<file path="config.mk">
export PLATFORM = sky130hd
export DESIGN_NAME = asg_bst
export DESIGN_NICKNAME = d
export VERILOG_FILES = /design/src/rtl/asg_pkg.sv /design/src/rtl/asg_ptr_mod.sv /design/src/rtl/asg_bst.sv
export SDC_FILE = /design/constraint.sdc
export NUM_CORES = 1
export LEC_CHECK = 0
export CAP_MARGIN = 30
export CORE_MARGIN = 1
export CORE_UTILIZATION = 40
export CTS_CLUSTER_DIAMETER = 100
export DETAILED_ROUTE_END_ITERATION = 12
export HOLD_SLACK_MARGIN = 0.15
export PLACE_DENSITY = 0.68
export SYNTH_ARGS = -nofsm -noshare
export SYNTH_HDL_FRONTEND = slang
export SYNTH_SLANG_ARGS = --single-unit
</file>
<file path="constraint.sdc">
create_clock -name i_clk -period 8.1 [get_ports i_clk]
set_input_delay 2.025 -clock i_clk [delete_from_list [all_inputs] [get_ports i_clk]]
set_output_delay 2.025 -clock i_clk [all_outputs]
set_load 0.05 [all_outputs]
</file>
<file path="src/rtl/asg_pkg.sv">
// rtl/asg_pkg.sv - shared types for the arbitrary-signal-generator pointer blocks
package asg_pkg;

  typedef enum logic {
    PER = 1'b0,
    BST = 1'b1
  } asg_mod_t;

  typedef enum logic [1:0] {
    IDLE  = 2'd0,
    RUN   = 2'd1,
    PAUSE = 2'd2
  } asg_bst_state_t;

endpackage

</file>
<file path="src/rtl/asg_ptr_mod.sv">
// rtl/asg_ptr_mod.sv - modulo fixed-point table pointer (load, advance, wrap flag)
module asg_ptr_mod #(
  parameter int CWM = 14,
  parameter int CWF = 16
) (
  input  logic               i_clk,
  input  logic               i_rst_n,
  input  logic               i_clr,
  input  logic               i_ld,
  input  logic               i_adv,
  input  logic [CWM+CWF-1:0] i_off,
  input  logic [CWM+CWF-1:0] i_siz,
  input  logic [CWM+CWF-1:0] i_ste,
  output logic [CWM-1:0]     o_addr,
  output logic               o_wrap
);

  localparam int PW = CWM + CWF;

  logic [PW-1:0] r_ptr;
  logic [PW:0]   w_nxt;
  logic [PW:0]   w_sub;

  // One extra bit so the subtraction sign tells whether the advance crossed the table end.
  assign w_nxt  = {1'b0, r_ptr} + {1'b0, i_ste} + {{PW{1'b0}}, 1'b1};
  assign w_sub  = w_nxt - ({1'b0, i_siz} + {{PW{1'b0}}, 1'b1});
  assign o_wrap = ~w_sub[PW];
  assign o_addr = r_ptr[CWF +: CWM];

  always_ff @(posedge i_clk or negedge i_rst_n) begin
    if (!i_rst_n) begin
      r_ptr <= '0;
    end else if (i_clr) begin
      r_ptr <= '0;
    end else if (i_ld) begin
      r_ptr <= i_off;
    end else if (i_adv) begin
      r_ptr <= o_wrap ? w_sub[PW-1:0] : w_nxt[PW-1:0];
    end
  end

endmodule

</file>
<file path="src/rtl/asg_bst.sv">
// rtl/asg_bst.sv - periodic/burst table pointer generator for one ASG channel
module asg_bst
  import asg_pkg::*;
#(
  parameter int CWM = 14,
  parameter int CWF = 16,
  parameter int BCW = 16,
  parameter int DCW = 32
) (
  input  logic                   i_clk,
  input  logic                   i_rst_n,
  output logic [CWM-1:0]         o_sto_tdata,
  output logic [(CWM+7)/8-1:0]   o_sto_tkeep,
  output logic                   o_sto_tlast,
  output logic                   o_sto_tvalid,
  input  logic                   i_sto_tready,
  input  logic                   i_evn_rst,
  input  logic                   i_evn_str,
  input  logic                   i_evn_stp,
  input  logic                   i_evn_swt,
  output logic                   o_evs_rst,
  output logic                   o_evs_str,
  output logic                   o_evs_stp,
  output logic                   o_evs_swt,
  input  logic                   i_ctl_trg,
  input  logic                   i_cfg_tre,
  input  logic                   i_cfg_mod,
  input  logic [CWM+CWF-1:0]     i_cfg_siz,
  input  logic [CWM+CWF-1:0]     i_cfg_ste,
  input  logic [CWM+CWF-1:0]     i_cfg_off,
  input  logic [BCW-1:0]         i_cfg_bln,
  input  logic [DCW-1:0]         i_cfg_bdl,
  input  logic [BCW-1:0]         i_cfg_bnm,
  output logic [BCW-1:0]         o_sts_pcn,
  output logic [BCW-1:0]         o_sts_bcn
);

  asg_bst_state_t r_state, w_state_nxt;
  logic [BCW-1:0] r_pcn, w_pcn_nxt;
  logic [BCW-1:0] r_bcn, w_bcn_nxt;
  logic [DCW-1:0] r_dly, w_dly_nxt;
  logic           r_msk, w_msk_nxt;
  logic           r_str, w_str_nxt;

  logic           w_ptr_clr, w_ptr_ld, w_ptr_adv;
  logic [CWM-1:0] w_addr;
  logic           w_wrap;
  logic           w_ctl_run, w_beat, w_bst, w_last_per, w_eos;
  logic [BCW-1:0] w_pcn_inc, w_bcn_inc, w_bcn_inc_sat;

  asg_ptr_mod #(.CWM(CWM), .CWF(CWF)) u_ptr (
    .i_clk   (i_clk),
    .i_rst_n (i_rst_n),
    .i_clr   (w_ptr_clr),
    .i_ld    (w_ptr_ld),
    .i_adv   (w_ptr_adv),
    .i_off   (i_cfg_off),
    .i_siz   (i_cfg_siz),
    .i_ste   (i_cfg_ste),
    .o_addr  (w_addr),
    .o_wrap  (w_wrap)
  );

  // A start event in the same cycle already qualifies the trigger.
  assign w_ctl_run     = (i_evn_swt | (i_ctl_trg & r_msk)) & (r_str | i_evn_str);
  assign w_beat        = (r_state == RUN) & i_sto_tready;
  assign w_bst         = (asg_mod_t'(i_cfg_mod) == BST);
  assign w_pcn_inc     = (&r_pcn) ? r_pcn : r_pcn + 1'b1;
  assign w_bcn_inc     = r_bcn + 1'b1;
  assign w_bcn_inc_sat = (&r_bcn) ? r_bcn : w_bcn_inc;
  assign w_last_per    = w_bst & w_wrap & (r_pcn == i_cfg_bln);
  assign w_eos         = w_last_per & (i_cfg_bnm != '0) & (w_bcn_inc == i_cfg_bnm);

  always_ff @(posedge i_clk or negedge i_rst_n) begin
    if (!i_rst_n) begin
      r_state <= IDLE;
      r_pcn   <= '0;
      r_bcn   <= '0;
      r_dly   <= '0;
      r_msk   <= 1'b1;
      r_str   <= 1'b0;
    end else begin
      r_state <= w_state_nxt;
      r_pcn   <= w_pcn_nxt;
      r_bcn   <= w_bcn_nxt;
      r_dly   <= w_dly_nxt;
      r_msk   <= w_msk_nxt;
      r_str   <= w_str_nxt;
    end
  end

  always_comb begin
    w_state_nxt = r_state;
    w_pcn_nxt   = r_pcn;
    w_bcn_nxt   = r_bcn;
    w_dly_nxt   = r_dly;
    w_msk_nxt   = r_msk;
    w_str_nxt   = r_str;
    w_ptr_clr   = 1'b0;
    w_ptr_ld    = 1'b0;
    w_ptr_adv   = 1'b0;
    if (i_evn_rst) begin
      w_state_nxt = IDLE;
      w_pcn_nxt   = '0;
      w_bcn_nxt   = '0;
      w_dly_nxt   = '0;
      w_msk_nxt   = 1'b1;
      w_str_nxt   = 1'b0;
      w_ptr_clr   = 1'b1;
    end else if (i_evn_stp) begin
      w_state_nxt = IDLE;
      w_msk_nxt   = 1'b1;
      w_str_nxt   = 1'b0;
    end else begin
      if (i_evn_str) begin
        w_str_nxt = 1'b1;
      end
      if (w_ctl_run) begin
        w_state_nxt = RUN;
        w_pcn_nxt   = '0;
        w_bcn_nxt   = '0;
        w_msk_nxt   = i_cfg_tre;
        w_ptr_ld    = 1'b1;
      end else begin
        case (r_state)
          RUN: begin
            if (w_beat) begin
              w_ptr_adv = 1'b1;
              if (w_last_per) begin
                w_pcn_nxt = '0;
                w_bcn_nxt = w_bcn_inc_sat;
                if (w_eos) begin
                  w_state_nxt = IDLE;
                  w_msk_nxt   = 1'b1;
                end else begin
                  w_state_nxt = PAUSE;
                  w_dly_nxt   = '0;
                end
              end else if (w_wrap) begin
                w_pcn_nxt = w_pcn_inc;
              end
            end
          end
          PAUSE: begin
            // Pause length is counted in clocks and ignores backpressure.
            if (r_dly == i_cfg_bdl) begin
              w_state_nxt = RUN;
              w_ptr_ld    = 1'b1;
            end else begin
              w_dly_nxt = r_dly + 1'b1;
            end
          end
          default: begin
          end
        endcase
      end
    end
  end

  assign o_sto_tvalid = (r_state == RUN);
  assign o_sto_tdata  = o_sto_tvalid ? w_addr : '0;
  assign o_sto_tkeep  = '1;
  assign o_sto_tlast  = ~i_evn_rst & (i_evn_stp | (w_beat & w_eos));
  assign o_evs_rst    = 1'b0;
  assign o_evs_str    = r_str;
  assign o_evs_stp    = ~r_str;
  assign o_evs_swt    = (r_state != IDLE);
  assign o_sts_pcn    = r_pcn;
  assign o_sts_bcn    = r_bcn;

endmodule

</file>
---- Word-level counts from Yosys, hierarchy flattened ----
Index checks and enable logic that the tools add are counted.
word-level totals
  logic and storage cells ................. 123
  input port bits ......................... 164
  register bits ........................... 98
  output and inout bits ................... 54
operators by class
  reductions and logical operators ........ 20
  multiplexer cells ....................... 57
  add/sub/neg operators ................... 7
  equal/unequal tests ..................... 17
  bitwise gates (word level) .............. 15
operators by type and width
  operator                                                count
  2-to-1 mux 16 bit                                       15
  2-to-1 mux 32 bit                                       7
  2-to-1 mux 30 bit                                       4
  case mux 32 bit (2 select lines)                        1
  adder 16 x 1 -> 16 bit (second input constant)          2
  adder 32 x 1 -> 32 bit (second input constant)          1
  == test 16 bit                                          2
  == test 32 bit                                          1
  AND reduction 16 bit                                    2
  adder 30 x 1 -> 31 bit (second input constant)          1
  adder 30 x 30 -> 31 bit                                 1
  adder 31 x 1 -> 31 bit (second input constant)          1
  subtractor 31 bit                                       1
  2-to-1 mux 1 bit                                        21
  nonzero test 3 bit                                      6
  nonzero test 16 bit                                     1
  nonzero test 4 bit                                      4
  2-to-1 mux 14 bit                                       1
  2-to-1 mux 2 bit                                        7
  inequality test 5 x 1 -> 1 bit (second input constant)  2
  AND reduction 5 bit                                     2
  AND 1 bit                                               9
  inequality test 3 bit (second input constant)           3
  inequality test 4 bit (second input constant)           2
  other kinds (12)                                        19

---- Logic depth before layout (Yosys ltp) ----
Gate-level depths: netlist (run 1).
  word-level depth ........................ 15
  mapped depth ............................ 24
  gate-level depth less buffers ........... 22

---- Modules after synthesis ----
Synthesis (run 1) repeated with hierarchy kept, for this count alone.
second synthesis, totals
  cells, all modules ...................... 1278
  area, all modules ....................... 10410.0 µm²
by module, submodules not included
  module       cells each  instances  seq. area each (µm²)  area an instance (µm²)
  asg_ptr_mod  680         1          750.7                 5207.5
  asg_bst      598         1          1702.9                5202.5

---- Worst setup path after synthesis (run 1) ----
OpenSTA, ideal clock, no wires.
  path type ............................... input to output
  start point ............................. in i_cfg_ste[1]
  end point ............................... out o_sto_tlast
  setup slack ............................. -366 ps
  path buffers ............................ 1
  data arrival time ....................... 6441 ps
  cell stages on the path ................. 22
  required time ........................... 6075 ps
  cell sequence ........................... ha_1 nor2b_1 o31a_1 o311ai_0 a31oi_1 o21ai_0 a21oi_1 o21a_1 nor2_1 xnor2_1 ha_1 a21o_1 a21o_1 a21oi_1 nor2b_1 nand3_1 nand2_1 xor2_1 buf_2 nor2_1 a31oi_1 nor2_1
between the ends
  word-level cells in the longest chain between the ends .. 11
ends and longest elaborated chain
  what                     line               text
  start, declared          asg_bst.sv:29      input logic [CWM+CWF-1:0] i_cfg_ste,
  adder 30 x 30 -> 31 bit  asg_ptr_mod.sv:25  assign w_nxt = {1'b0, r_ptr} + {1'b0, i_ste} + {{PW{1'b0}}, 1'b1};
  adder 31 x 1 -> 31 bit   asg_ptr_mod.sv:25
  subtractor 31 bit        asg_ptr_mod.sv:26  assign w_sub = w_nxt - ({1'b0, i_siz} + {{PW{1'b0}}, 1'b1});
  inverter 1 bit           asg_ptr_mod.sv:27  assign o_wrap = ~w_sub[PW];
  AND 1 bit (2 in a row)   asg_bst.sv:71      assign w_last_per = w_bst & w_wrap & (r_pcn == i_cfg_bln);
  AND 1 bit (2 in a row)   asg_bst.sv:72      assign w_eos = w_last_per & (i_cfg_bnm != '0) & (w_bcn_inc == i_cfg_bnm);
  AND 1 bit                asg_bst.sv:163     assign o_sto_tlast = ~i_evn_rst & (i_evn_stp | (w_beat & w_eos));
  bitwise OR 1 bit         asg_bst.sv:163
  AND 1 bit                asg_bst.sv:163
  end, declared            asg_bst.sv:14      output logic o_sto_tlast,
Every way passes these cells.

---- Worst setup path after layout (run 1) ----
  start point ............................. in i_cfg_ste[20]
  end point ............................... out o_sto_tlast
The elaborated chain is that of the path after synthesis.

==> run summary, run 1 <==
Cell Chain, Critical Path - clkdlybuf4s50_1 > ha_1 > a21o_1 > a21o_1 > a211oi_2 > o21bai_2 > nor2_1 > a21oi_2 > o21a_1 > nor2_1 > xnor2_1 > ha_1 > a21o_1 > a21o_1 > a21oi_2 > nor2b_4 > nand3_2 > nand2_4 > xor2_4 > nor2_2 > a31oi_2 > nor2_4 > buf_8
Most frequent cells in the layout - clkdlybuf4s50_1 (197), buf_4 (161), nor2_1 (104)
Synth async-reset ratio - 100.0%
RSZ-0062 raised after global routing - yes
Max Root-Sink Buffers - 2
Ys Warns - 0
Initial antenna violation count - 2
Slew margin rel. - 37.60%
Mapped cell area - 9756 sq um
Die area - 25020 sq um
Final worst slack - 54.74 ps
WS Path Type - input port to output pin
CTS buffer count - 9
RR Startpoint - u_ptr.r_ptr[0]
Share of the synthesized area in the top cell type - 24.88%
Setup slack after placement - -727.3 ps
Final slew viol count - 0
CORE AREA - 23680 sq um
Cell family with the largest share of critical-path delay - compound AO/OA/AOI/OAI gates
Slowest stage delay, CP - 410 ps
Synth-to-layout area growth - 46.12%
CTS root buffer - clkbuf_16
Minimum clock period - 8045 ps
Total global-route track usage - 27.88%
Max Clk Rate - 124.3 MHz
IO buf count - 214
Die Ht - 158.2 um
Post-synthesis sequential area ratio - 25.15%
Clk_lat worst skew - 350 ps
Req. time, crit path - 6080 ps
Syn Area/Cell - 7.887 sq um
DR WL/cell - 18.34 um
Fraction of layout instances using a drive strength above 1 - 18.07%
Class of the worst hold path - flip-flop to flip-flop
Vias in the first global route - 10324
Register-to-register setup slack - 2670 ps
Actual slew at the worst max-slew pin - 935.9 ps
Die X-Extent - 158.2 um
Crit-path max FO - 3
Yosys cell types - 78
Sink Count - 98
Clk slew on worst S/H paths - 80 ps
Grt total ovfl - 0
Worst VDD drop - 0.2354 mV
P per Cell Area - 305.3 nW/um^2
Critical Path Sink - o_sto_tlast
Max_cap viols - 0
Fin. Hold Viols - 0
Post-DP HPWL - 26.52 mm
CTS Hold Bufs - 0
Leakage power - 6.219 nW
Leading area contributor after synthesis - dfrtp_1
Final WL - 35.01 mm
Outcome - completed
Largest net degree at the start of global routing - 67
CTS tree - done
Crit end category - output pin
Ys flop type - dfrtp_1
PnR Total Power - 4.352 mW
Crit path top cell by count - a21o_1
Leading cell type in the layout, fill and taps excluded - clkdlybuf4s50_1
Initial Util - 41.19%
Stages on worst setup path - 23
Final setup violation count - 0
Drt via density - 5.719
Post-Synthesis Cells - 1237
H-tree level count - 3
Top cells by area, synth - dfrtp_1 (25%), ha_1 (8.1%), xnor2_1 (7.2%)
Post-synth EDFFs - 0
FF+latch count, synth - 98
Worst Skew - 10.99 ps
Final setup TNS - 0 ps
Io pins - 218
CP arrival - 6020 ps
Row Count - 56
Worst reg-to-reg path cell count - 24
Final Cycle Share - 99.32%
Routed via count - 10918
Routability Congestion - 0.9289
DRC violations left - 0
Final antenna-violating net count - 0
Critical path buffer and inverter count - 2
DRT iter0 DRCs - 870
Fin nets - 1812
First-pass GRT wire length - 54.40 mm
DRT Pass-1 Iters - 7
CP Launch Point - i_cfg_ste[20]
Reg2Reg Capture Point - o_sts_bcn[9]
Slowest stage cell on the critical path - clkdlybuf4s50_1
# fillers - 2151
Worst setup SP type - input port
==> cells in the mapped netlist (all sizes together), types with 5 or more instances <==
cell type,count
mux2i,9
buf,18
o31ai,20
a21oi,88
inv,60
and2,25
xnor2,81
or2,10
o311ai,8
and3,27
o21a,14
o31a,5
ha,63
nand2,106
or3,12
nor3,30
xor2,35
dfrtp,97
a221o,14
nand2b,6
nor2b,10
a22o,5
nor4,21
a311oi,8
o21ai,88
nor2,109
a22oi,25
o21bai,8
a211oi,14
nand3,40
nand4,22
and4,6
a31oi,26
a21o,41
a211o,5
clkbuf,33
==> registers in the layout, summed over array words and instances (netlist names) <==
register	flops
r_msk	1
r_state	2
o_sts_pcn	16
u_ptr.r_ptr	30
o_evs_str	1
r_dly	32
o_sts_bcn	16
==> layout make-up <==
type,instances,area [sq um],share of cell area (%)
clock buffer,11,242.7,1.703
multi-input combinational,1028,7340,51.49
inverter,61,231.5,1.624
clock inverter,5,85.08,0.5969
antenna,2,5.005,0.03511
tap,319,399.1,2.800
sequential,98,2454,17.21
timing repair buffer,385,3498,24.54
==> layer usage <==
| metal | up-vias | global-route usage [%] | routed length (um) |
|---|---|---|---|
| met5 | - | 0 | 0 |
| met3 | 52 | 3.093 | 2333 |
| met1 | 5192 | 39.52 | 15820 |
| li1 | 5260 | - | - |
| met4 | 0 | 7.647 | 736 |
| met2 | 414 | 44.57 | 16120 |
==> power by group <==
part | internal, mW | switching [mW] | total [mW]
logic | 1.55 | 1.69 | 3.24
clock network | 0.283 | 0.213 | 0.496
registers | 0.549 | 0.0703 | 0.619
total | 2.38 | 1.97 | 4.35
==> repair_timing <==
item	in CTS	in global routing
pin swaps	64	64
endpoints found under the hold margin	0	0
gates resized for setup	81	33
setup buffers	18	5
endpoints found under the setup margin	1	1
==> stage by stage <==
step           instance area (sq um)  utilization (%)  hold slack [ps]  cells
3_5_place_dp                   13270            56.02            499.8   1870
2_1_floorplan                   9767                -            447.3   1238
5_1_grt                        14250            60.19            566.6   1909
6_report                       14250            60.19            524.6   1909
4_1_cts                        14050            59.34            528.1   1902
3_3_place_gp                   13210            55.79            492.5   1868
==> worst reg2reg max path, delay by kind of cell, from the launching register on <==
family	cells	cell delay, ps
flip-flops	1	390
buffers and inverters	6	650
XOR/XNOR	2	610
AND/OR/NAND/NOR	4	860
AO/OA/AOI/OAI	9	1990
adder cells (fa/ha/maj)	3	780
==> worst min path at each step <==
stage | depth (start not counted) | slack, ps | from | endpoint
floorplan | 2 | 450 | u_ptr.r_ptr[4] | u_ptr.r_ptr[4]
global route | 2 | 570 | u_ptr.r_ptr[21] | u_ptr.r_ptr[21]
detailed placement | 2 | 500 | u_ptr.r_ptr[14] | u_ptr.r_ptr[14]
CTS | 2 | 530 | u_ptr.r_ptr[0] | u_ptr.r_ptr[0]
finish | 2 | 520 | u_ptr.r_ptr[5] | u_ptr.r_ptr[5]
global placement | 2 | 490 | u_ptr.r_ptr[14] | u_ptr.r_ptr[14]
==> cell families (layout without fill, tap and decap cells) <==
logic type / count (synthesis) / in the layout / synth area share, %
compound gates: 400 / 400 / 27.99
fa+ha+maj: 65 / 65 / 8.491
other cells: 2 / 5 / 0.07698
buf+inv: 112 / 462 / 4.784
mux: 10 / 10 / 1.039
xor+xnor: 116 / 116 / 10.49
simple gates: 434 / 434 / 21.98
flops: 98 / 98 / 25.15
(Power assumes the default switching activity.)
==> run 2: changes to the inputs <==
--- a/config.mk
+++ b/config.mk
@@ -5,13 +5,15 @@
 export SDC_FILE = /design/constraint.sdc
 export NUM_CORES = 1
 export LEC_CHECK = 0
+export ABC_CLOCK_PERIOD_IN_PS = 8100
 export CAP_MARGIN = 30
 export CORE_MARGIN = 1
-export CORE_UTILIZATION = 40
+export CORE_UTILIZATION = 47
 export CTS_CLUSTER_DIAMETER = 100
 export DETAILED_ROUTE_END_ITERATION = 12
 export HOLD_SLACK_MARGIN = 0.15
-export PLACE_DENSITY = 0.68
+export PLACE_DENSITY = 0.78
+export REMOVE_ABC_BUFFERS = 1
 export SYNTH_ARGS = -nofsm -noshare
 export SYNTH_HDL_FRONTEND = slang
 export SYNTH_SLANG_ARGS = --single-unit
==> run 2 against run 1 <==
  * Die area down 15%
  * First-iteration DRC count up 6.8%
  * Routed wire length down 0.45%
  * Via count up 2.4%
  * Fmax about the same
  * Register-to-register slack worse by 80 ps
  * Count of clock-buffer cells in the layout down 1
  * Largest cell class unchanged
==> run summary, run 2 (synthesized netlist as in run 1, its figures left out) <==
DRT iter0 DRCs - 929
Post-DP Area - 13120 sq um
CP arrival - 6010 ps
Sink Count - 98
DRC violations left - 0
Crit path top cell by count - a31oi_4
Req. time, crit path - 6080 ps
Final antenna-violating net count - 0
Die Ht - 146.1 um
Fin nets - 1804
P per Cell Area - 309.8 nW/um^2
Final WL - 34.85 mm
CTS Hold Bufs - 0
Row Count - 52
Slew margin rel. - 35.08%
Leading cell type in the layout, fill and taps excluded - clkdlybuf4s50_1
Post-DP HPWL - 24.86 mm
Total global-route track usage - 31.48%
Slowest stage delay, CP - 410 ps
PnR Total Power - 4.387 mW
DR WL/cell - 18.83 um
Max_cap viols - 0
Final Cell Area - 14160 sq um
CORE AREA - 20300 sq um
Actual slew at the worst max-slew pin - 971.8 ps
First-pass GRT wire length - 54.35 mm
Max Root-Sink Buffers - 2
WS Path Type - input port to output pin
Worst VDD drop - 0.2416 mV
Die area - 21340 sq um
Minimum clock period - 8039 ps
Cell Chain, Critical Path - clkdlybuf4s50_1 > ha_2 > nand4_1 > nor4_4 > o21ai_4 > a31oi_4 > a31oi_4 > o31ai_4 > xor2_1 > ha_1 > a21o_1 > a21oi_2 > nor2b_4 > nand3_2 > nand2_4 > xor2_4 > nor2_4 > a31oi_4 > nor2_2 > buf_6
Max Clk Rate - 124.4 MHz
Crit-path max FO - 5
Number of flip-flops under the largest register name - 32
Leakage power - 6.195 nW
Outcome - completed
CTS root buffer - clkbuf_16
H-tree level count - 3
Initial Util - 48.06%
IO buf count - 214
Fraction of layout instances using a drive strength above 1 - 18.35%
Vias in the first global route - 10864
Largest net degree at the start of global routing - 70
Class of the worst hold path - flip-flop to flip-flop
Die X-Extent - 146.1 um
Drt via density - 6.041
Slowest stage cell on the critical path - clkdlybuf4s50_1
Worst setup SP type - input port
Routability Congestion - 0.9407
CTS tree - done
Most flop-heavy register - r_dly
DRT Pass-1 Iters - 6
Most frequent cells in the layout - clkdlybuf4s50_1 (196), buf_4 (163), nand2_1 (102), nor2_1 (102), dfrtp_1 (97)
Crit end category - output pin
Routed via count - 11182
Regs by FF count - r_dly x32, u_ptr.r_ptr x30
Clk slew on worst S/H paths - 70 ps
Initial antenna violation count - 1
CTS buffer count - 9
Fin. Hold Viols - 0
Final Cycle Share - 99.25%
Synth-to-layout area growth - 45.15%
Grt total ovfl - 0
Io pins - 218
Worst Skew - 8.662 ps
Final slew viol count - 0
Final setup violation count - 0
Clk_lat worst skew - 370 ps
==> run 2: cell count changes in the layout (fill, tap and decap cells not counted), moves of 3 or more <==
cell,delta
buf_6,-7
dlygate4sd2_1,-5
ha_1,-3
a31oi_4,+4
a31oi_2,-3
clkinv_4,+3
dlymetal6s2s_1,+4
==> run 2: critical path: cells and delay by family <==
kind | cells | cell delay [ps]
fa+ha+maj | 2 | 670
buf+inv | 2 | 560
compound gates | 7 | 1260
xor+xnor | 2 | 430
simple gates | 7 | 1070
==> run 2: area by class of cell <==
| class | count | area, sq um |
|---|---|---|
| diodes | 1 | 2.502 |
| clock buffers | 10 | 239.0 |
| clock inverters | 6 | 57.56 |
| fillers | 1584 | 6140 |
| inverters | 61 | 229.0 |
| multi-input cells | 1028 | 7480 |
| flip-flops and latches | 98 | 2454 |
| well taps | 270 | 337.8 |
| repair buffers | 377 | 3361 |
==> run 2: per-stage QoR <==
| step | worst slack (ps) | instances | TNS [ps] | util [%] | hold WS, ps |
|---|---|---|---|---|---|
| after floorplan | -1313 | 1187 | -1313 | - | 447.3 |
| after global placement | -556.7 | 1817 | -556.7 | 64.61 | 491.2 |
| after detailed placement | -754.2 | 1817 | -754.2 | 64.61 | 502.1 |
| after CTS | 6.444 | 1840 | 0 | 67.84 | 521.0 |
| after global routing | -106.9 | 1851 | -106.9 | 69.75 | 539.9 |
| final | 60.56 | 1851 | 0 | 69.75 | 517.1 |
==> run 2: power by group <==
part | total [mW] | internal (mW) | switching [mW]
registers | 0.618 | 0.549 | 0.0689
clock network | 0.452 | 0.225 | 0.227
logic | 3.32 | 1.54 | 1.78
==> run 2: worst paths after layout <==
kind | from | to | slack, ps | cells after the start
max in group asynchronous | i_rst_n | r_dly[25] | 5190 | 2
setup / recovery | i_cfg_ste[17] | o_sto_tlast | 60 | 20
setup reg to reg | u_ptr.r_ptr[1] | r_dly[6] | 2590 | 24
hold reg to reg | u_ptr.r_ptr[14] | u_ptr.r_ptr[14] | 520 | 2
hold / removal | u_ptr.r_ptr[14] | u_ptr.r_ptr[14] | 520 | 2
min in group asynchronous | i_rst_n | r_dly[14] | 1600 | 1
==> run 2: what timing repair did <==
item | 4_1_cts | 5_1_grt
gates resized for setup | 69 | 60
pin swaps | 55 | 71
setup buffers | 7 | 10
setup endpoints to repair | 1 | 1
==> run 2: routing by layer <==
metal / vias to the layer above / share of wire, % / global-route usage (%)
met1: 5333 / 42 / 41.32
met4: 0 / 3.2 / 12.40
li1: 5235 / - / -
met5: - / 0 / 0
met2: 534 / 48 / 52.56
met3: 80 / 6.9 / 4.156
